==> src/rtl/cpu_run_ctrl.sv <==
// Run controller for the mips core: sequences the core reset, gates its clock
// enable and ends a run on timeout, PC self-loop (halt) or external abort.
module cpu_run_ctrl #(
    parameter int RST_CYCLES = 4,
    parameter int MAX_CYCLES = 2000,
    parameter int LOOP_LIMIT = 8,
    parameter int PC_W       = 32,
    parameter int CNT_W      = 32
) (
    input  logic             clk,
    input  logic             reset,
    input  logic             start,
    input  logic             abort,
    input  logic [PC_W-1:0]  pc,
    output logic             cpu_reset,
    output logic             cpu_en,
    output logic             running,
    output logic             done,
    output logic [1:0]       done_cause,
    output logic [CNT_W-1:0] cycle_cnt
);

    localparam int RC_W = $clog2(RST_CYCLES + 1);
    localparam int SC_W = $clog2(LOOP_LIMIT + 2);

    typedef enum logic [1:0] {
        S_IDLE,
        S_RESET,
        S_RUN,
        S_DONE
    } state_t;

    typedef enum logic [1:0] {
        CAUSE_NONE    = 2'd0,
        CAUSE_TIMEOUT = 2'd1,
        CAUSE_LOOP    = 2'd2,
        CAUSE_ABORT   = 2'd3
    } cause_t;

    state_t            state, state_nxt;
    cause_t            cause, cause_nxt;
    logic [RC_W-1:0]   rst_cnt, rst_cnt_nxt;
    logic [SC_W-1:0]   same_cnt, same_cnt_nxt, same_inc;
    logic [CNT_W-1:0]  cyc, cyc_nxt, cyc_inc;
    logic [PC_W-1:0]   pc_prev, pc_prev_nxt;
    logic              pc_prev_vld, pc_prev_vld_nxt;

    // NOTE: every register uses <= so all state updates see the pre-edge values.
    always_ff @(posedge clk or negedge reset) begin
        if (!reset) begin
            state       <= S_IDLE;
            cause       <= CAUSE_NONE;
            rst_cnt     <= '0;
            same_cnt    <= '0;
            cyc         <= '0;
            pc_prev     <= '0;
            pc_prev_vld <= 1'b0;
        end else begin
            state       <= state_nxt;
            cause       <= cause_nxt;
            rst_cnt     <= rst_cnt_nxt;
            same_cnt    <= same_cnt_nxt;
            cyc         <= cyc_nxt;
            pc_prev     <= pc_prev_nxt;
            pc_prev_vld <= pc_prev_vld_nxt;
        end
    end

    // NOTE: every comb output gets a default first, so no path can infer a latch.
    always_comb begin
        state_nxt       = state;
        cause_nxt       = cause;
        rst_cnt_nxt     = rst_cnt;
        same_cnt_nxt    = same_cnt;
        cyc_nxt         = cyc;
        pc_prev_nxt     = pc_prev;
        pc_prev_vld_nxt = pc_prev_vld;

        // Both counters saturate rather than wrap, so a disabled limit never re-fires.
        cyc_inc  = (&cyc) ? cyc : cyc + 1'b1;
        if (pc_prev_vld && (pc == pc_prev))
            same_inc = (&same_cnt) ? same_cnt : same_cnt + 1'b1;
        else
            same_inc = '0;

        case (state)
            S_IDLE, S_DONE: begin
                if (start) begin
                    state_nxt       = S_RESET;
                    rst_cnt_nxt     = RC_W'(RST_CYCLES);
                    cyc_nxt         = '0;
                    cause_nxt       = CAUSE_NONE;
                    same_cnt_nxt    = '0;
                    pc_prev_vld_nxt = 1'b0;
                end
            end
            S_RESET: begin
                if (abort) begin
                    state_nxt = S_DONE;
                    cause_nxt = CAUSE_ABORT;
                end else begin
                    rst_cnt_nxt = rst_cnt - 1'b1;
                    if (rst_cnt <= RC_W'(1))
                        state_nxt = S_RUN;
                end
            end
            S_RUN: begin
                cyc_nxt         = cyc_inc;
                pc_prev_nxt     = pc;
                pc_prev_vld_nxt = 1'b1;
                same_cnt_nxt    = same_inc;
                if (abort) begin
                    state_nxt = S_DONE;
                    cause_nxt = CAUSE_ABORT;
                end else if ((LOOP_LIMIT != 0) && (same_inc == SC_W'(LOOP_LIMIT))) begin
                    state_nxt = S_DONE;
                    cause_nxt = CAUSE_LOOP;
                end else if ((MAX_CYCLES != 0) && (cyc_inc == CNT_W'(MAX_CYCLES))) begin
                    state_nxt = S_DONE;
                    cause_nxt = CAUSE_TIMEOUT;
                end
            end
            default: state_nxt = S_IDLE;
        endcase
    end

    // Moore decode straight from the state register: no input reaches an output.
    always_comb begin
        cpu_reset = 1'b0;
        cpu_en    = 1'b0;
        running   = 1'b0;
        done      = 1'b0;
        case (state)
            S_IDLE, S_RESET: cpu_reset = 1'b1;
            S_RUN: begin
                cpu_en  = 1'b1;
                running = 1'b1;
            end
            S_DONE:  done = 1'b1;
            default: cpu_reset = 1'b1;
        endcase
    end

    assign done_cause = cause;
    assign cycle_cnt  = cyc;

endmodule
==> config.mk <==
export PLATFORM = sky130hd
export DESIGN_NAME = cpu_run_ctrl
export DESIGN_NICKNAME = d
export VERILOG_FILES = /design/src/rtl/cpu_run_ctrl.sv
export SDC_FILE = /design/constraint.sdc
export NUM_CORES = 1
export LEC_CHECK = 0
export CAP_MARGIN = 20
export CELL_PAD_IN_SITES_DETAIL_PLACEMENT = 1
export CELL_PAD_IN_SITES_GLOBAL_PLACEMENT = 1
export CORE_ASPECT_RATIO = 1.4
export CORE_UTILIZATION = 45
export DETAILED_ROUTE_END_ITERATION = 16
export MAX_ROUTING_LAYER = met4
export PLACE_DENSITY = 0.84
export RECOVER_POWER = 100
export SLEW_MARGIN = 15
export SYNTH_ARGS = -nofsm -noshare
export SYNTH_HDL_FRONTEND = slang
export SYNTH_SLANG_ARGS = --single-unit
export TNS_END_PERCENT = 10
==> constraint.sdc <==
create_clock -name clk -period 4.2 [get_ports clk]
set_input_delay 0.42 -clock clk [delete_from_list [all_inputs] [get_ports clk]]
set_output_delay 0.42 -clock clk [all_outputs]
set_load 0.02 [all_outputs]
==> results of run 1 <==
[cell usage in the layout, fill, tap and decap left out, types with 13 or more instances in the layout]
master           netlist  routed
nor2_1                21      21
dfrtp_1               76      76
o21ai_0               44      44
xor2_1                32      32
nand2_1               53      53
nand3_1               22      22
a21oi_1               33      33
dlygate4sd3_1          0      38
mux2_2                32      29
clkdlybuf4s50_1        0      34
nor4_1                12      13
[final timing paths]
check                               from  depth (start not counted)            end  slack, ns
max in group asynchronous          reset                          1  cycle_cnt[24]       2.43
min                        done_cause[1]                          1  done_cause[1]       0.50
max                         cycle_cnt[0]                         10  done_cause[1]       0.52
max reg2reg                 cycle_cnt[0]                         10  done_cause[1]       0.52
min reg2reg                done_cause[1]                          1  done_cause[1]       0.50
min in group asynchronous          reset                          1    pc_prev[17]       0.63
[per-layer routing]
layer / vias to the layer above / track usage / wire length (um)
met5: - / - / 0
met4: 0 / 0.136 / 506
met3: 42 / 0.0663 / 880
met2: 148 / 0.527 / 8230
met1: 2155 / 0.320 / 5650
li1: 2003 / - / -
[flip-flops by register name (all words and copies together), names as in the netlist]
signal	flops
rst_cnt	3
pc_prev	32
cycle_cnt	32
done_cause	2
same_cnt	4
state	2
pc_prev_vld	1
[per-stage QoR]
| stage | cells | setup slack [ns] |
|---|---|---|
| after floorplan | 514 | 1.21 |
| after global placement | 699 | 0.889 |
| after detailed placement | 699 | 0.739 |
| after CTS | 715 | 0.742 |
| after global routing | 715 | 0.319 |
| final | 715 | 0.518 |
[worst reg2reg max path, delay by kind of cell (launching register included)]
kind                       cells  cell delay, ns
AOI/OAI and AO/OA              2            0.79
muxes                          1            0.36
DFF                            1            0.44
adders and majority gates      1            0.27
and+or+nand+nor                6            1.72
[power groups by stage]
stage	sequential [mW]	clock, mW	combinational, mW
floorplan	1.08	0	0.916
global placement	1.08	0	1.25
detailed placement	1.11	0	1.34
CTS	1.10	0.796	1.36
global route	1.12	0.815	1.45
finish	1.10	0.784	1.31
[kinds of logic (layout without fill, tap and decap cells)]
kind of cell	Yosys count	count (layout)	synth area share
simple gates	181	181	0.216
compound gates	126	126	0.165
flops	76	76	0.394
buf+inv	44	107	0.0415
mux	42	42	0.0958
xor+xnor	37	37	0.0672
fa+ha+maj	8	8	0.0208
[final cells by class]
class / instances / share of cell area
tap: 138 / 0.0294
inverter: 11 / 0.00702
clock buffer: 10 / 0.0390
clock inverter: 6 / 0.0111
multi-input combinational: 394 / 0.460
timing repair buffer: 80 / 0.130
sequential: 76 / 0.324
==> reports/results.ini, run 1 <==
[run_status]
status=complete, but fails checks
failed_checks=max-capacitance violations, max-slew violations

[power_and_ir_drop]
ir_drop_mv=0.241
power.static_leakage_nw=2.46
switching_share=0.386
p_comb_frac=0.410
p_clk_frac=0.245
power_mw=3.20
power.density_nw_per_um2=544
p_sw_mw=1.23
internal_power_mw=1.96
pwr-share-seq=0.345

[sta]
rsz0062_at_grt=no
slew-limit-headroom=-0.416
finalSetupViolCount=0
finalMaxSlewViolations=96
fin_crit_sh=0.877
period_needed_ns=3.68
finalSetupTns_ns=0
tightest_slew_ns=2.10
hold_viol=0
fmax_mhz=272
whs_ns=0.503
fin_skew_ns=0.00607

[synthesis]
netlist.area_leader.share=0.394
synth_most_common_cell=dfrtp_1
synth_seq_area_share=0.394
synth_edf_count=0
async_reset_ff_frac=1.00
synth.distinct_cells=68
syn_nets=558
netlist_instances=514
synth_seq_cells=76
synth_top_cells_by_count=dfrtp_1, nand2_1, o21ai_0, a21oi_1
yosys_warnings=0
yosysTopAreaCell=dfrtp_1
synthFlopType=dfrtp_1
synth_top_cells_by_area=dfrtp_1, mux2_2, xor2_1
avgSynthCellArea_um2=9.38
syn-cell-area_um2=4820

[route]
drc=0
via_per_inst=6.08
drtIter0Drc=236
vias=4348
wl_per_cell_um=21.4
totalWireLength_mm=15.3
dr.pass1.iters=4
ant_nets=0

[floorplan]
initial_core_util=0.463
die-width_um=89.5
die_h_um=124
core_area_um2=10400
rows=44
io-pin-count=74
die_area_um2=11100

[grt]
grt_pass1_vias=4795
grt_use_total=0.303
overflow=0
grt_max_degree=77
antenna_found_initial=0
grt_first_pass_wirelength_mm=24.8

[clock_tree]
clock_latency_ns=0.35
cts.sinks=76
cts_root_buf=clkbuf_16
cts_tree=done
post_cts_resized=0
clk_pin_slew_ns=0.06
h-tree-depth=3
clockBufferDepth=2
cts_buffers=9
postCtsSetupBuffers=0
hold_buffers=0

[finish]
syn_to_final_growth_pct=21.9
fin_util=0.565
fin_area_um2=5880
fillers=1168
multi_input_comb_area_um2=2700
antenna-diode-count=0
layout.nets=616
ff_latch_area_um2=1900
drive_above_1_share=0.120

[job]
maxCapViolCount=2

[setup_path]
worst-path-buf-inv=0
cpLargestDelayFamily=simple AND/OR/NAND/NOR gates
cp.required_ns=4.43
cp_max_fo=12
path_cells=ha_1 -> and3_1 -> nand3_1 -> or3_1 -> a211oi_1 -> nand3_1 -> nor4_1 -> nand4_1 -> a211oi_1 -> mux2_1
cpPeakStageDelay_ns=0.64
cp.arrival_ns=3.91
start_kind=register
crit_slowest_cell=or3_1
critPathKind=register to register
end_kind=register

[placed_design]
dpl.hpwl_mm=11.0
finalWeightedCongestion=0.955
io_buffers=73
placed_area_um2=5620

[min_path]
hp-class=register to register

No activity file was read; power rests on OpenSTA's default activity.
==> run 2: changes to the inputs <==
CORE_MARGIN = 10   (was not set)
==> run 2 against run 1 <==
Effect of this change:
- the run still ends with max-capacitance violations, max-slew violations left
- sequential power barely moved
- count of clock-buffer cells in the layout up 1
- routed wire length is 3.7% higher
- final cell count is 0.14% lower
- critical path type unchanged
- first-iteration DRC count decreased by 13%
==> reports/results.ini, run 2 (synthesis results as in run 1) <==
[run_status]
status=complete, but fails checks
failed_checks=max-capacitance violations, max-slew violations

[sta]
finalSetupViolCount=0
finalMaxSlewViolations=101
layout_setup_ws_ns=0.472
finalSetupTns_ns=0
tightest_slew_ns=1.93
rsz0062_at_grt=no
fmax_mhz=268
period_needed_ns=3.73
hold_viol=0
slew-limit-headroom=-0.289
fin_crit_sh=0.888
fin_skew_ns=0.00621

[finish]
fin_area_um2=5920
final_cell_mix=dfrtp_1, nand2_1, o21ai_0, dlygate4sd3_1, clkdlybuf4s50_1
antenna-diode-count=0
fillers=1129
layout.nets=615
drive_above_1_share=0.128
layout_commonest_cell=dfrtp_1
syn_to_final_growth_pct=22.8

[setup_path]
reg2reg_depth=10
start_kind=register
rrSetupSlack_ns=0.47
setup.worst_path.end=done_cause[1]
cpPeakStageDelay_ns=0.61
startpoint=cycle_cnt[0]
critPathKind=register to register
end_kind=register
rr_endpoint=done_cause[1]
r2r-start=cycle_cnt[0]
cp.arrival_ns=3.96
cp_max_fo=12
path_cells=ha_1 -> and3_1 -> nand3_1 -> or3_1 -> a211oi_1 -> nand3_1 -> nor4_2 -> nand4_1 -> a211oi_1 -> mux2_1
cp.required_ns=4.43
crit_slowest_cell=or3_1

[route]
wl_per_cell_um=22.2
totalWireLength_mm=15.8
drc=0
drtIter0Drc=206
vias=4317
via_per_inst=6.05
ant_nets=0
dr.pass1.iters=4

[placed_design]
place_ws_ns=0.710
dpl.hpwl_mm=11.6
io_buffers=73
finalWeightedCongestion=0.913
placed_area_um2=5610

[power_and_ir_drop]
p_clk_frac=0.267
pwr-share-seq=0.334
power.density_nw_per_um2=555
internal_power_mw=2.06
switching_share=0.373
ir_drop_mv=0.238
p_comb_frac=0.399
power.static_leakage_nw=2.48
p_sw_mw=1.23
power_mw=3.29

[floorplan]
initial_core_util=0.463
io-pin-count=74
die-width_um=107
die_h_um=142
die_area_um2=15300
core_area_um2=10400
rows=44

[grt]
use_met3=0.0367
grt_pass1_vias=4622
use_met1=0.236
grt_use_total=0.216
grt_util_met2=0.380
grt.busiest_layer=met2
grt_first_pass_wirelength_mm=25.4
grt_max_degree=77
antenna_found_initial=0
overflow=0

[clock_tree]
clock_latency_ns=0.35
postCtsSetupBuffers=0
cts_buffers=9
clockBufferDepth=2
cts_root_buf=clkbuf_16
cts.sinks=76
hold_buffers=0
h-tree-depth=3
clk_pin_slew_ns=0.06
post_cts_resized=0
cts_tree=done

[job]
maxCapViolCount=2

[min_path]
min_from=done_cause[1]
hp-class=register to register

run 2: cell count changes in the layout (fill, tap and decap cells not counted), moves of 2 or more:
cell / previous run / this run
clkbuf_1: 4 / 2
clkbuf_8: 0 / 2
mux2_1: 4 / 1
mux2_2: 29 / 32
run 2: layout make-up:
type                            count  area (um^2)  area share
Clock inverter                      5         82.6      0.0139
Sequential cell                    76         1900       0.321
Timing Repair Buffer               79          763       0.129
Clock buffer                       11          253      0.0427
Inverter                           11         41.3     0.00697
Tap cell                          138          173      0.0292
Multi-Input combinational cell    394         2710       0.457
run 2: critical path, delay by kind of cell (launching register included):
family                   cells  cell delay [ns]
AO/OA/AOI/OAI                2             0.82
adder cells (fa/ha/maj)      1             0.27
flip-flops                   1             0.46
multiplexers                 1             0.37
AND/OR/NAND/NOR              6             1.70
run 2: per-layer routing:
metal  vias up  part of all wire  wire [um]
li1       2006                 -          -
met1      2152              0.40       6270
met2       134              0.53       8430
met3        25             0.050        790
met4         0             0.021        339
met5         -                 0          0
run 2: metrics by stage:
step,std cells,util,hold WS [ns]
CTS,714,0.572,0.282
finish,714,0.569,0.493
floorplan,514,-,0.124
global route,714,0.569,0.515
detailed placement,698,0.539,0.484
global placement,698,0.539,0.468
run 2: worst min path at each step:
stage                                to  slack [ns]  cells past startpoint
after global routing      done_cause[1]        0.51                      1
after CTS                    pc_prev[5]        0.28                      1
after floorplan            cycle_cnt[0]        0.12                      0
after global placement      pc_prev_vld        0.47                      2
after detailed placement  done_cause[1]        0.48                      1
final                     done_cause[1]        0.49                      1
run 2: power groups by stage:
stage / combinational, mW / sequential, mW / clock (mW)
5_1_grt: 1.43 / 1.12 / 0.928
3_5_place_dp: 1.33 / 1.11 / 0
2_1_floorplan: 0.916 / 1.08 / 0
3_3_place_gp: 1.25 / 1.08 / 0
4_1_cts: 1.35 / 1.10 / 0.888
6_report: 1.31 / 1.10 / 0.876
==> run 3: changes to the inputs <==
PLACE_DENSITY = not set   (was 0.84)
PLACE_DENSITY_LB_ADDON = 0.25   (was not set)
RECOVER_POWER = 25   (was 100)
==> run 3 against run 2 <==
Effect of this change:
- the run still ends with max-capacitance violations, max-slew violations left
- die area unchanged
- clock power decreased by 11%
- critical path depth unchanged
- largest cell class unchanged
==> reports/results.ini, run 3 (synthesis results as in run 1) <==
[run_status]
status=complete, but fails checks
failed_checks=max-capacitance violations, max-slew violations

[job]
maxCapViolCount=1

[sta]
tightest_slew_ns=1.94
fin_skew_ns=0.00608
slew-limit-headroom=-0.293
period_needed_ns=3.49
finalSetupViolCount=0
finalSetupTns_ns=0
fin_crit_sh=0.831
hold_viol=0
finalMaxSlewViolations=77
fmax_mhz=287
rsz0062_at_grt=no

[setup_path]
cp_max_fo=12
cpPeakStageDelay_ns=0.62
start_kind=register
end_kind=register
worst-path-buf-inv=0
r2r-start=cycle_cnt[0]
rr_endpoint=done_cause[1]
cp.required_ns=4.43
path_cells=ha_1 -> and3_1 -> nand3_1 -> or3_1 -> o21ai_0 -> a32oi_1 -> nor4_2 -> nand4_2 -> a211oi_2 -> mux2_1
cp.arrival_ns=3.72
crit_slowest_cell=or3_1
cpLargestDelayFamily=simple AND/OR/NAND/NOR gates
critPathKind=register to register
reg2reg_depth=10
rrSetupSlack_ns=0.71

[grt]
antenna_found_initial=0
grt_first_pass_wirelength_mm=25.5
overflow=0
grt_use_total=0.216
grt_pass1_vias=4706
grt_max_degree=77

[clock_tree]
clockBufferDepth=2
cts.sinks=76
cts_buffers=9
clk_pin_slew_ns=0.06
clock_latency_ns=0.34
cts_tree=done
hold_buffers=0
post_cts_resized=0
h-tree-depth=3
cts_root_buf=clkbuf_16
postCtsSetupBuffers=0

[floorplan]
initial_core_util=0.463
die-width_um=107
die_area_um2=15300
io-pin-count=74
core_area_um2=10400
die_h_um=142
rows=44

[finish]
fillers=1185
syn_to_final_growth_pct=22.3
final_cell_mix=dfrtp_1, clkdlybuf4s50_1, nand2_1, o21ai_0, a21oi_1
multi_input_comb_area_um2=2720
layout_commonest_cell=dfrtp_1
antenna-diode-count=0
ff_latch_area_um2=1900
drive_above_1_share=0.134
layout.nets=614

[min_path]
hold_depth=1
hold_end=done_cause[1]
hp-class=register to register
min_from=done_cause[1]

[route]
ant_nets=0
via_per_inst=6.01
wl_per_cell_um=21.8
totalWireLength_mm=15.5
drtIter0Drc=223
dr.pass1.iters=4
drc=0
vias=4282

[power_and_ir_drop]
power.static_leakage_nw=2.34
power_mw=3.21
ir_drop_mv=0.260
power.density_nw_per_um2=545

[placed_design]
dpl.hpwl_mm=11.4
io_buffers=73
finalWeightedCongestion=0.939

[run 3: metal layers]
| metal | up-vias | wire length (um) | GRT usage |
|---|---|---|---|
| li1 | 2002 | - | - |
| met1 | 2130 | 6290 | 0.238 |
| met2 | 124 | 8250 | 0.378 |
| met3 | 26 | 620 | 0.0372 |
| met4 | 0 | 378 | 0.0825 |
| met5 | - | 0 | - |
[run 3: metrics by stage]
step	cell area [um^2]	instances	utilization	hold WS, ns	setup slack (ns)
2_1_floorplan	4820	514	-	0.124	1.21
3_3_place_gp	5600	697	0.539	0.469	0.846
3_5_place_dp	5600	697	0.539	0.480	0.752
4_1_cts	5900	713	0.567	0.281	0.721
5_1_grt	5890	713	0.566	0.521	0.435
6_report	5890	713	0.566	0.493	0.711
[run 3: worst max-delay path by stage]
| stage | start | to | slack (ns) | cells after the start |
|---|---|---|---|---|
| 2_1_floorplan | cycle_cnt[0] | done_cause[1] | 1.21 | 10 |
| 3_3_place_gp | cycle_cnt[0] | done_cause[1] | 0.85 | 10 |
| 3_5_place_dp | cycle_cnt[0] | done_cause[1] | 0.75 | 10 |
| 4_1_cts | cycle_cnt[0] | done_cause[1] | 0.72 | 10 |
| 5_1_grt | cycle_cnt[0] | done_cause[1] | 0.44 | 10 |
| 6_report | cycle_cnt[0] | done_cause[1] | 0.71 | 10 |
[run 3: area by class of cell]
cell class,instances,share of cell area
Clock buffer,10,0.0388
Tap cell,138,0.0293
Inverter,11,0.00700
Sequential cell,76,0.323
Multi-Input combinational cell,394,0.462
Timing Repair Buffer,78,0.129
Clock inverter,6,0.0108
[run 3: report_power, final]
part	switching [mW]	total [mW]	internal [mW]
clock	0.318	0.778	0.460
combinational	0.748	1.34	0.590
sequential	0.158	1.10	0.937
